### config.mk
export PLATFORM = sky130hd
export DESIGN_NAME = mp64_extmem_arb_flat
export DESIGN_NICKNAME = d
export VERILOG_FILES = /design/src/rtl/mp64_extmem_arb_if.sv /design/src/rtl/mp64_extmem_arb.sv /design/src/flat_wrapper.sv
export SDC_FILE = /design/constraint.sdc
export NUM_CORES = 1
export LEC_CHECK = 0
export BUFFER_PORTS_ARGS = -buffer_cell sky130_fd_sc_hd__buf_2
export CAP_MARGIN = 10
export CORE_AREA = 5 5 198 200
export DETAILED_ROUTE_END_ITERATION = 8
export DIE_AREA = 0 0 203 205
export SLEW_MARGIN = 20
export SYNTH_ARGS = -nofsm -noshare
export SYNTH_HDL_FRONTEND = slang
export SYNTH_SLANG_ARGS = --single-unit
### constraint.sdc
create_clock -name sys_clk -period 1.75 [get_ports sys_clk]
set_input_delay 0.35 -clock sys_clk [delete_from_list [all_inputs] [get_ports sys_clk]]
set_output_delay 0.35 -clock sys_clk [all_outputs]
set_load 0.02 [all_outputs]
### src/rtl/mp64_extmem_arb_if.sv
`timescale 1ns/1ps
// Per-master command/data channel between a bus master and the external-memory arbiter.
//
// Handshake: the master raises req with addr/wen/burst_len stable and holds them
// until ack (a one-cycle pulse in the cycle the PHY accepts the command). After
// ack the fields may change. Write beats: wdata presents the current beat; wnext
// pulses in the cycle that beat is consumed, and the master advances wdata on
// the following clock edge. Read beats arrive as rdata qualified by rvalid (no
// back-pressure). done pulses once per accepted command, together with the last
// beat, or alone with err on a watchdog abort. req still high after done is a
// new request.
interface mp64_extmem_arb_if #(
    parameter int ADDR_W = 32,
    parameter int DATA_W = 64
);
    logic              req;
    logic [ADDR_W-1:0] addr;
    logic              wen;
    logic [3:0]        burst_len;
    logic [DATA_W-1:0] wdata;
    logic              ack;
    logic              wnext;
    logic [DATA_W-1:0] rdata;
    logic              rvalid;
    logic              done;
    logic              err;

    modport master (
        output req, addr, wen, burst_len, wdata,
        input  ack, wnext, rdata, rvalid, done, err
    );

    modport slave (
        input  req, addr, wen, burst_len, wdata,
        output ack, wnext, rdata, rvalid, done, err
    );
endinterface

### src/rtl/mp64_extmem_arb.sv
`timescale 1ns/1ps
// Two-master round-robin arbiter/sequencer for the external-memory PHY port.
// One transaction outstanding at a time: grant in IDLE, issue command, then
// route read beats or pace write beats, with a watchdog abort.
module mp64_extmem_arb #(
    parameter int ADDR_W  = 32,
    parameter int DATA_W  = 64,
    parameter int WR_LAT  = 2,     // must be >= 1
    parameter int TIMEOUT = 1024
) (
    input  logic              sys_clk,
    input  logic              sys_rst_n,
    mp64_extmem_arb_if.slave  m0_if,
    mp64_extmem_arb_if.slave  m1_if,
    output logic              phy_req_o,
    output logic [ADDR_W-1:0] phy_addr_o,
    output logic              phy_wen_o,
    output logic [DATA_W-1:0] phy_wdata_o,
    output logic [3:0]        phy_burst_len_o,
    input  logic [DATA_W-1:0] phy_rdata_i,
    input  logic              phy_rvalid_i,
    input  logic              phy_ready_i,
    output logic [1:0]        dbg_state_o
);
    typedef enum logic [1:0] {S_IDLE, S_CMD, S_RD, S_WR} state_t;

    localparam int WD_W  = $clog2(TIMEOUT + 1);
    localparam int LAT_W = $clog2(WR_LAT + 1);
    localparam logic [WD_W-1:0]  WD_LAST  = WD_W'(TIMEOUT - 1);
    localparam logic [LAT_W-1:0] LAT_INIT = LAT_W'(WR_LAT - 1);

    state_t            state_q, state_d;
    logic              gnt_q, gnt_d;     // granted master; doubles as last_grant
    logic [ADDR_W-1:0] addr_q, addr_d;
    logic              wen_q, wen_d;
    logic [3:0]        len_q, len_d;
    logic [3:0]        beat_q, beat_d;
    logic [WD_W-1:0]   wd_q, wd_d;       // cycles since grant/accept/last beat
    logic [LAT_W-1:0]  lat_q, lat_d;     // cycles left before write beat 0

    logic ack, wnext, rvalid, done, err, pick1;
    logic rd_beat, wr_beat, last_beat, wd_expired;

    assign rd_beat    = (state_q == S_RD) && phy_rvalid_i;
    assign wr_beat    = (state_q == S_WR) && (lat_q == '0);
    assign last_beat  = (rd_beat || wr_beat) && (beat_q == len_q);
    assign wd_expired = (wd_q == WD_LAST);

    // State and datapath registers; reset drops any transaction in flight.
    always_ff @(posedge sys_clk or negedge sys_rst_n) begin
        if (!sys_rst_n) begin
            state_q <= S_IDLE;
            gnt_q   <= 1'b1;
            addr_q  <= '0;
            wen_q   <= 1'b0;
            len_q   <= '0;
            beat_q  <= '0;
            wd_q    <= '0;
            lat_q   <= '0;
        end else begin
            state_q <= state_d;
            gnt_q   <= gnt_d;
            addr_q  <= addr_d;
            wen_q   <= wen_d;
            len_q   <= len_d;
            beat_q  <= beat_d;
            wd_q    <= wd_d;
            lat_q   <= lat_d;
        end
    end

    // Next-state, grant selection, beat counting, watchdog and strobe generation.
    always_comb begin
        state_d = state_q;
        gnt_d   = gnt_q;
        addr_d  = addr_q;
        wen_d   = wen_q;
        len_d   = len_q;
        beat_d  = beat_q;
        wd_d    = wd_q;
        lat_d   = lat_q;
        ack     = 1'b0;
        wnext   = 1'b0;
        rvalid  = 1'b0;
        done    = 1'b0;
        err     = 1'b0;
        pick1   = 1'b0;
        case (state_q)
            S_IDLE: begin
                if (phy_ready_i && (m0_if.req || m1_if.req)) begin
                    // On a tie the master that did not win last time goes next.
                    pick1   = (m0_if.req && m1_if.req) ? ~gnt_q : m1_if.req;
                    gnt_d   = pick1;
                    addr_d  = pick1 ? m1_if.addr      : m0_if.addr;
                    wen_d   = pick1 ? m1_if.wen       : m0_if.wen;
                    len_d   = pick1 ? m1_if.burst_len : m0_if.burst_len;
                    wd_d    = '0;
                    state_d = S_CMD;
                end
            end
            S_CMD: begin
                if (phy_ready_i) begin
                    ack     = 1'b1;
                    beat_d  = '0;
                    wd_d    = '0;
                    lat_d   = LAT_INIT;
                    state_d = wen_q ? S_WR : S_RD;
                end else if (wd_expired) begin
                    done    = 1'b1;
                    err     = 1'b1;
                    state_d = S_IDLE;
                end else begin
                    wd_d = wd_q + 1'b1;
                end
            end
            S_RD, S_WR: begin
                if (rd_beat || wr_beat) begin
                    rvalid = rd_beat;
                    wnext  = wr_beat;
                    beat_d = beat_q + 1'b1;
                    wd_d   = '0;
                    if (last_beat) begin
                        done    = 1'b1;
                        state_d = S_IDLE;
                    end
                end else if (wd_expired) begin
                    done    = 1'b1;
                    err     = 1'b1;
                    state_d = S_IDLE;
                end else begin
                    wd_d = wd_q + 1'b1;
                    if (state_q == S_WR) lat_d = lat_q - 1'b1;
                end
            end
            default: state_d = S_IDLE;
        endcase
    end

    assign phy_req_o       = (state_q == S_CMD);
    assign phy_addr_o      = addr_q;
    assign phy_wen_o       = wen_q;
    assign phy_burst_len_o = len_q;
    assign phy_wdata_o     = (state_q != S_WR) ? '0 : (gnt_q ? m1_if.wdata : m0_if.wdata);
    assign dbg_state_o     = state_q;

    assign m0_if.ack    = ack    & ~gnt_q;
    assign m0_if.wnext  = wnext  & ~gnt_q;
    assign m0_if.rvalid = rvalid & ~gnt_q;
    assign m0_if.done   = done   & ~gnt_q;
    assign m0_if.err    = err    & ~gnt_q;
    assign m0_if.rdata  = (rvalid & ~gnt_q) ? phy_rdata_i : '0;

    assign m1_if.ack    = ack    & gnt_q;
    assign m1_if.wnext  = wnext  & gnt_q;
    assign m1_if.rvalid = rvalid & gnt_q;
    assign m1_if.done   = done   & gnt_q;
    assign m1_if.err    = err    & gnt_q;
    assign m1_if.rdata  = (rvalid & gnt_q) ? phy_rdata_i : '0;
endmodule

### src/flat_wrapper.sv
// flat-port wrapper written by rule: the top's interface ports become plain ports
module mp64_extmem_arb_flat 
#(
    parameter int ADDR_W  = 32,
    parameter int DATA_W  = 64,
    parameter int WR_LAT  = 2,                    
    parameter int TIMEOUT = 1024
)
  (sys_clk, sys_rst_n, phy_req_o, phy_addr_o, phy_wen_o, phy_wdata_o, phy_burst_len_o, phy_rdata_i, phy_rvalid_i, phy_ready_i, dbg_state_o, m0_if_req, m0_if_addr, m0_if_wen, m0_if_burst_len, m0_if_wdata, m0_if_ack, m0_if_wnext, m0_if_rdata, m0_if_rvalid, m0_if_done, m0_if_err, m1_if_req, m1_if_addr, m1_if_wen, m1_if_burst_len, m1_if_wdata, m1_if_ack, m1_if_wnext, m1_if_rdata, m1_if_rvalid, m1_if_done, m1_if_err);
  mp64_extmem_arb_if #(.ADDR_W(ADDR_W), .DATA_W(DATA_W)) m0_if_i ();
  mp64_extmem_arb_if #(.ADDR_W(ADDR_W), .DATA_W(DATA_W)) m1_if_i ();
  input  logic sys_clk;
  input  logic sys_rst_n;
  output logic phy_req_o;
  output logic [ADDR_W-1:0] phy_addr_o;
  output logic phy_wen_o;
  output logic [DATA_W-1:0] phy_wdata_o;
  output logic [3:0] phy_burst_len_o;
  input  logic [DATA_W-1:0] phy_rdata_i;
  input  logic phy_rvalid_i;
  input  logic phy_ready_i;
  output logic [1:0] dbg_state_o;
  input wire logic [$bits(m0_if_i.req)-1:0] m0_if_req;
  input wire logic [$bits(m0_if_i.addr)-1:0] m0_if_addr;
  input wire logic [$bits(m0_if_i.wen)-1:0] m0_if_wen;
  input wire logic [$bits(m0_if_i.burst_len)-1:0] m0_if_burst_len;
  input wire logic [$bits(m0_if_i.wdata)-1:0] m0_if_wdata;
  output wire logic [$bits(m0_if_i.ack)-1:0] m0_if_ack;
  output wire logic [$bits(m0_if_i.wnext)-1:0] m0_if_wnext;
  output wire logic [$bits(m0_if_i.rdata)-1:0] m0_if_rdata;
  output wire logic [$bits(m0_if_i.rvalid)-1:0] m0_if_rvalid;
  output wire logic [$bits(m0_if_i.done)-1:0] m0_if_done;
  output wire logic [$bits(m0_if_i.err)-1:0] m0_if_err;
  input wire logic [$bits(m1_if_i.req)-1:0] m1_if_req;
  input wire logic [$bits(m1_if_i.addr)-1:0] m1_if_addr;
  input wire logic [$bits(m1_if_i.wen)-1:0] m1_if_wen;
  input wire logic [$bits(m1_if_i.burst_len)-1:0] m1_if_burst_len;
  input wire logic [$bits(m1_if_i.wdata)-1:0] m1_if_wdata;
  output wire logic [$bits(m1_if_i.ack)-1:0] m1_if_ack;
  output wire logic [$bits(m1_if_i.wnext)-1:0] m1_if_wnext;
  output wire logic [$bits(m1_if_i.rdata)-1:0] m1_if_rdata;
  output wire logic [$bits(m1_if_i.rvalid)-1:0] m1_if_rvalid;
  output wire logic [$bits(m1_if_i.done)-1:0] m1_if_done;
  output wire logic [$bits(m1_if_i.err)-1:0] m1_if_err;
  assign m0_if_i.req = m0_if_req;
  assign m0_if_i.addr = m0_if_addr;
  assign m0_if_i.wen = m0_if_wen;
  assign m0_if_i.burst_len = m0_if_burst_len;
  assign m0_if_i.wdata = m0_if_wdata;
  assign m0_if_ack = m0_if_i.ack;
  assign m0_if_wnext = m0_if_i.wnext;
  assign m0_if_rdata = m0_if_i.rdata;
  assign m0_if_rvalid = m0_if_i.rvalid;
  assign m0_if_done = m0_if_i.done;
  assign m0_if_err = m0_if_i.err;
  assign m1_if_i.req = m1_if_req;
  assign m1_if_i.addr = m1_if_addr;
  assign m1_if_i.wen = m1_if_wen;
  assign m1_if_i.burst_len = m1_if_burst_len;
  assign m1_if_i.wdata = m1_if_wdata;
  assign m1_if_ack = m1_if_i.ack;
  assign m1_if_wnext = m1_if_i.wnext;
  assign m1_if_rdata = m1_if_i.rdata;
  assign m1_if_rvalid = m1_if_i.rvalid;
  assign m1_if_done = m1_if_i.done;
  assign m1_if_err = m1_if_i.err;
  mp64_extmem_arb #(.ADDR_W(ADDR_W), .DATA_W(DATA_W), .WR_LAT(WR_LAT), .TIMEOUT(TIMEOUT)) u_core (.sys_clk(sys_clk), .sys_rst_n(sys_rst_n), .m0_if(m0_if_i), .m1_if(m1_if_i), .phy_req_o(phy_req_o), .phy_addr_o(phy_addr_o), .phy_wen_o(phy_wen_o), .phy_wdata_o(phy_wdata_o), .phy_burst_len_o(phy_burst_len_o), .phy_rdata_i(phy_rdata_i), .phy_rvalid_i(phy_rvalid_i), .phy_ready_i(phy_ready_i), .dbg_state_o(dbg_state_o));
endmodule
==> report_table.html <==
<table>
<tr><th>Metric</th><th>Value</th></tr>
<tr><th colspan="2">Clock network</th></tr>
<tr><td>Clock transition at the registers of the reported paths</td><td>0.06 ns</td></tr>
<tr><td>Clock sink count</td><td>57</td></tr>
<tr><td>Clock tree root buffer cell</td><td>sky130_fd_sc_hd__clkbuf_16</td></tr>
<tr><td>CTS H-tree depth</td><td>3</td></tr>
<tr><td>Post-CTS Hold Buffers</td><td>0</td></tr>
<tr><td>Buffer levels on the longest clock path</td><td>2</td></tr>
<tr><td>TritonCTS clock tree</td><td>done</td></tr>
<tr><td>Clock insertion delay at the later pin of the skew report</td><td>0.33 ns</td></tr>
<tr><td>CTS Buf Count</td><td>9</td></tr>
<tr><th colspan="2">Synthesis</th></tr>
<tr><td>Syn Area/Cell</td><td>8.19 um^2</td></tr>
<tr><td>Register area share after synthesis</td><td>29.5%</td></tr>
<tr><td>Fraction of registers with async set/reset</td><td>100%</td></tr>
<tr><td>Most frequently used cell type in the post-synthesis netlist</td><td>sky130_fd_sc_hd__and2_1</td></tr>
<tr><td>Cells taking the most area after synthesis</td><td>sky130_fd_sc_hd__dfrtp_1 (29%), sky130_fd_sc_hd__mux2i_1 (21%), sky130_fd_sc_hd__and2_1 (17%)</td></tr>
<tr><td>Most used DFF post-synth</td><td>sky130_fd_sc_hd__dfrtp_1</td></tr>
<tr><td>Most instantiated cells after synthesis</td><td>sky130_fd_sc_hd__and2_1 (128), sky130_fd_sc_hd__nor2_1 (109), sky130_fd_sc_hd__mux2i_1 (102)</td></tr>
<tr><td>Number of enable-type register cells in the synthesized netlist</td><td>0</td></tr>
<tr><td>Yosys warning count</td><td>0</td></tr>
<tr><td>Mapped Area</td><td>4830 um^2</td></tr>
<tr><td>Area leader, netlist</td><td>sky130_fd_sc_hd__dfrtp_1</td></tr>
<tr><td>Number of distinct library cells after synthesis</td><td>54</td></tr>
<tr><td>Net count after synthesis</td><td>865</td></tr>
<tr><td>Top cell type's share of synthesized area</td><td>29.0%</td></tr>
<tr><td>Synthesized instance count</td><td>590</td></tr>
<tr><td>Flip-flop and latch count after synthesis</td><td>57</td></tr>
<tr><th colspan="2">Floorplanning</th></tr>
<tr><td># rows</td><td>71</td></tr>
<tr><td>Effective utilization at floorplan</td><td>13.0%</td></tr>
<tr><td>Height of the die</td><td>205 um</td></tr>
<tr><td>Area of the die</td><td>41,600 um^2</td></tr>
<tr><td>Die span in x</td><td>203 um</td></tr>
<tr><td>IO Count</td><td>514</td></tr>
<tr><td>Placeable core area</td><td>37,200 um^2</td></tr>
<tr><th colspan="2">Route</th></tr>
<tr><td>Total Routed Length</td><td>33,000 um</td></tr>
<tr><td>First-pass iteration count of the detailed router</td><td>5</td></tr>
<tr><td>Routed wirelength normalized by instance count</td><td>20.0 um</td></tr>
<tr><td>Routed vias</td><td>6,876</td></tr>
<tr><td>Residual DRC count</td><td>0</td></tr>
<tr><td>Number of DRC markers after the initial detailed-route iteration</td><td>342</td></tr>
<tr><td>ANT nets after route</td><td>0</td></tr>
<tr><td>Avg Vias per Cell</td><td>4.18</td></tr>
<tr><th colspan="2">Worst setup path</th></tr>
<tr><td>Kind of end point of the critical path</td><td>output port</td></tr>
<tr><td>End of the worst register-to-register path</td><td>u_core.phy_addr_o[19]</td></tr>
<tr><td>Cell type group with the largest total delay on the critical path</td><td>flip-flops</td></tr>
<tr><td>Critical path required time</td><td>1.40 ns</td></tr>
<tr><td>Worst Path Buf+Inv</td><td>2</td></tr>
<tr><td>Critical path class</td><td>reg -&gt; out</td></tr>
<tr><td>R2R cell count</td><td>8</td></tr>
<tr><td>Ordered cell list for the critical path</td><td>and4_4 -&gt; buf_12 -&gt; and2_4 -&gt; buf_6</td></tr>
<tr><td>Delay of the slowest critical-path stage</td><td>0.66 ns</td></tr>
<tr><td>Category of the worst setup path launch point</td><td>flip-flop</td></tr>
<tr><td>Startpoint of the lowest-slack register-to-register path</td><td>u_core.gnt_q</td></tr>
<tr><td>Arr. time, crit path</td><td>1.83 ns</td></tr>
<tr><td>Cell with the largest stage delay on the worst path</td><td>sky130_fd_sc_hd__dfstp_4</td></tr>
<tr><td>Slack of the worst reg-to-reg path</td><td>-0.09 ns</td></tr>
<tr><td>Maximum fanout count along the critical path</td><td>9</td></tr>
<tr><th colspan="2">Cells and area</th></tr>
<tr><td>Post-layout nets</td><td>1,435</td></tr>
<tr><td>Post-route cell area</td><td>10,500 um^2</td></tr>
<tr><td>Number of non-filler instances in the completed layout</td><td>1,645</td></tr>
<tr><td>Total of fill cells in the finished design</td><td>3,878</td></tr>
<tr><td>Area growth from synthesis to layout</td><td>117%</td></tr>
<tr><td>Fraction of layout cells with a size suffix above 1</td><td>67.2%</td></tr>
<tr><td>Final standard cell utilization of the core</td><td>28.2%</td></tr>
<tr><th colspan="2">Flow run</th></tr>
<tr><td>Maximum Capacitance Violations</td><td>0</td></tr>
<tr><th colspan="2">Global route</th></tr>
<tr><td>Wire length of the first global-routing pass</td><td>42,300 um</td></tr>
<tr><td>Number of global-route vias before repair</td><td>6,722</td></tr>
<tr><td>Number of antenna violations at the first check in global routing</td><td>17</td></tr>
<tr><td>Congestion Overflow GR</td><td>0</td></tr>
<tr><td>Maximum number of pins on one net before global-route repair</td><td>66</td></tr>
<tr><td>GRT Overall Usage</td><td>13.4%</td></tr>
<tr><th colspan="2">STA</th></tr>
<tr><td>Pins Over Slew Limit</td><td>0</td></tr>
<tr><td>Relative max-transition margin</td><td>70.8%</td></tr>
<tr><td>Fin crit period</td><td>2.18 ns</td></tr>
<tr><td>Worst Clk Skew</td><td>0.00913 ns</td></tr>
<tr><td>Final hold violation count</td><td>0</td></tr>
<tr><td>Pin slew with the least headroom to its limit</td><td>0.435 ns</td></tr>
<tr><td>Number of endpoints failing setup at the final stage</td><td>236</td></tr>
<tr><td>Setup repair after global routing missed its margin</td><td>true</td></tr>
<tr><td>Final critical-path share of the clock period</td><td>125%</td></tr>
<tr><td>Maximum achievable frequency</td><td>458 MHz</td></tr>
<tr><td>Final worst slack</td><td>-0.433 ns</td></tr>
<tr><th colspan="2">Status</th></tr>
<tr><td>Violations in the final reports</td><td>setup timing</td></tr>
<tr><td>Outcome</td><td>finished, violations left</td></tr>
<tr><th colspan="2">Power</th></tr>
<tr><td>Power Dens Cells</td><td>1390 nW/um^2</td></tr>
<tr><td>Standby leakage power</td><td>0.00536 uW</td></tr>
<tr><td>Worst vdd ir</td><td>0.721 mV</td></tr>
<tr><th colspan="2">Placed design</th></tr>
<tr><td>Placed Instances</td><td>1,584</td></tr>
<tr><td>Number of buffers inserted by port buffering</td><td>513</td></tr>
<tr><td>Instance area at placement</td><td>8380 um^2</td></tr>
<tr><td>HPWL after detailed placement</td><td>24,900 um</td></tr>
<tr><td>GP Congestion</td><td>0.960</td></tr>
<tr><th colspan="2">Hold path</th></tr>
<tr><td>Path class of the lowest-slack min-delay path</td><td>in -&gt; async</td></tr>
</table>
-- state kept, by name, indices dropped and copies added, names as in the netlist --
signal	count
u_core.lat_q	2
u_core.dbg_state_o	2
u_core.phy_wen_o	1
u_core.phy_burst_len_o	4
u_core.beat_q	4
u_core.wd_q	11
u_core.gnt_q	1
u_core.phy_addr_o	32
-- cell usage in the layout, fill, tap and decap left out, types with 9 or more instances in the layout --
cell type,instances
sky130_fd_sc_hd__clkbuf_16,15
sky130_fd_sc_hd__buf_4,82
sky130_fd_sc_hd__o21ai_0,12
sky130_fd_sc_hd__mux2i_1,77
sky130_fd_sc_hd__mux2i_2,15
sky130_fd_sc_hd__mux2i_4,10
sky130_fd_sc_hd__nor2_2,14
sky130_fd_sc_hd__nor2_1,94
sky130_fd_sc_hd__buf_2,383
sky130_fd_sc_hd__and2_1,39
sky130_fd_sc_hd__a21oi_1,43
sky130_fd_sc_hd__dfrtp_1,52
sky130_fd_sc_hd__nand3_1,11
sky130_fd_sc_hd__buf_12,13
sky130_fd_sc_hd__and2_4,89
sky130_fd_sc_hd__nand2_1,9
sky130_fd_sc_hd__buf_6,116
-- cells by family after synthesis --
group	after synthesis	synth area share (%)
and+or+nand+nor	285	31.1
muxes	104	21.6
AOI/OAI and AO/OA	80	10.1
DFF	57	29.5
buffers and inverters	55	5.82
xor gates and xnor gates	6	1.09
adders and majority gates	3	0.777
-- worst max path at each step --
| stage | to | from | slack, ns | cells after the start |
|---|---|---|---|---|
| after CTS | m1_if_rdata[48] | u_core.gnt_q | -0.46 | 5 |
| final | m1_if_rdata[30] | u_core.gnt_q | -0.43 | 4 |
| after detailed placement | m1_if_done | u_core.lat_q[0] | -0.21 | 7 |
| after global placement | u_core.phy_burst_len_o[3] | u_core.gnt_q | -0.20 | 7 |
| after floorplan | phy_wdata_o[15] | u_core.dbg_state_o[1] | -0.04 | 5 |
| after global routing | m1_if_done | u_core.phy_burst_len_o[2] | -0.49 | 5 |
-- layout make-up --
class | instances | area, um^2 | area share [%]
repair buffers | 608 | 4420 | 42.1
clock inverters | 5 | 78.8 | 0.751
well taps | 474 | 593 | 5.65
multi-input cells | 478 | 3680 | 35.1
clock buffers | 11 | 243 | 2.31
flip-flops and latches | 57 | 1440 | 13.7
diodes | 6 | 15.0 | 0.143
inverters | 6 | 22.5 | 0.215
-- layer usage --
layer	vias up	track usage, %	share of wire, %
li1	3142	-	-
met1	3223	15.3	37
met2	435	24.2	51
met4	2	4.80	3.7
met3	74	3.36	7.9
met5	-	0	0.039
-- repair_timing --
action | CTS | global route
cloned | 5 | 9
setup buffers | 16 | 13
endpoints found under the hold margin | 0 | 0
setup endpoints to repair | 242 | 244
resized for setup | 177 | 234
pin swaps | 3 | 58
-- metrics by stage --
step | power (uW) | worst slack (ns) | hold slack, ns | TNS (ns)
global placement | 10300 | -0.201 | 0.360 | -4.64
finish | 14600 | -0.433 | 0.00795 | -74.36
global route | 15400 | -0.493 | 0.0245 | -86.57
CTS | 13500 | -0.465 | 0.00823 | -80.44
floorplan | 7130 | -0.0429 | 0.0544 | -1.79
detailed placement | 10400 | -0.212 | 0.360 | -8.84
-- power by group --
group	switching (uW)	leakage [uW]	internal, uW
Sequential	390	0.000668	1890
Combinational	5550	0.00453	4810
Clock	661	0.000160	1280
Total	6600	0.00536	7990
(Power assumes the default switching activity.)
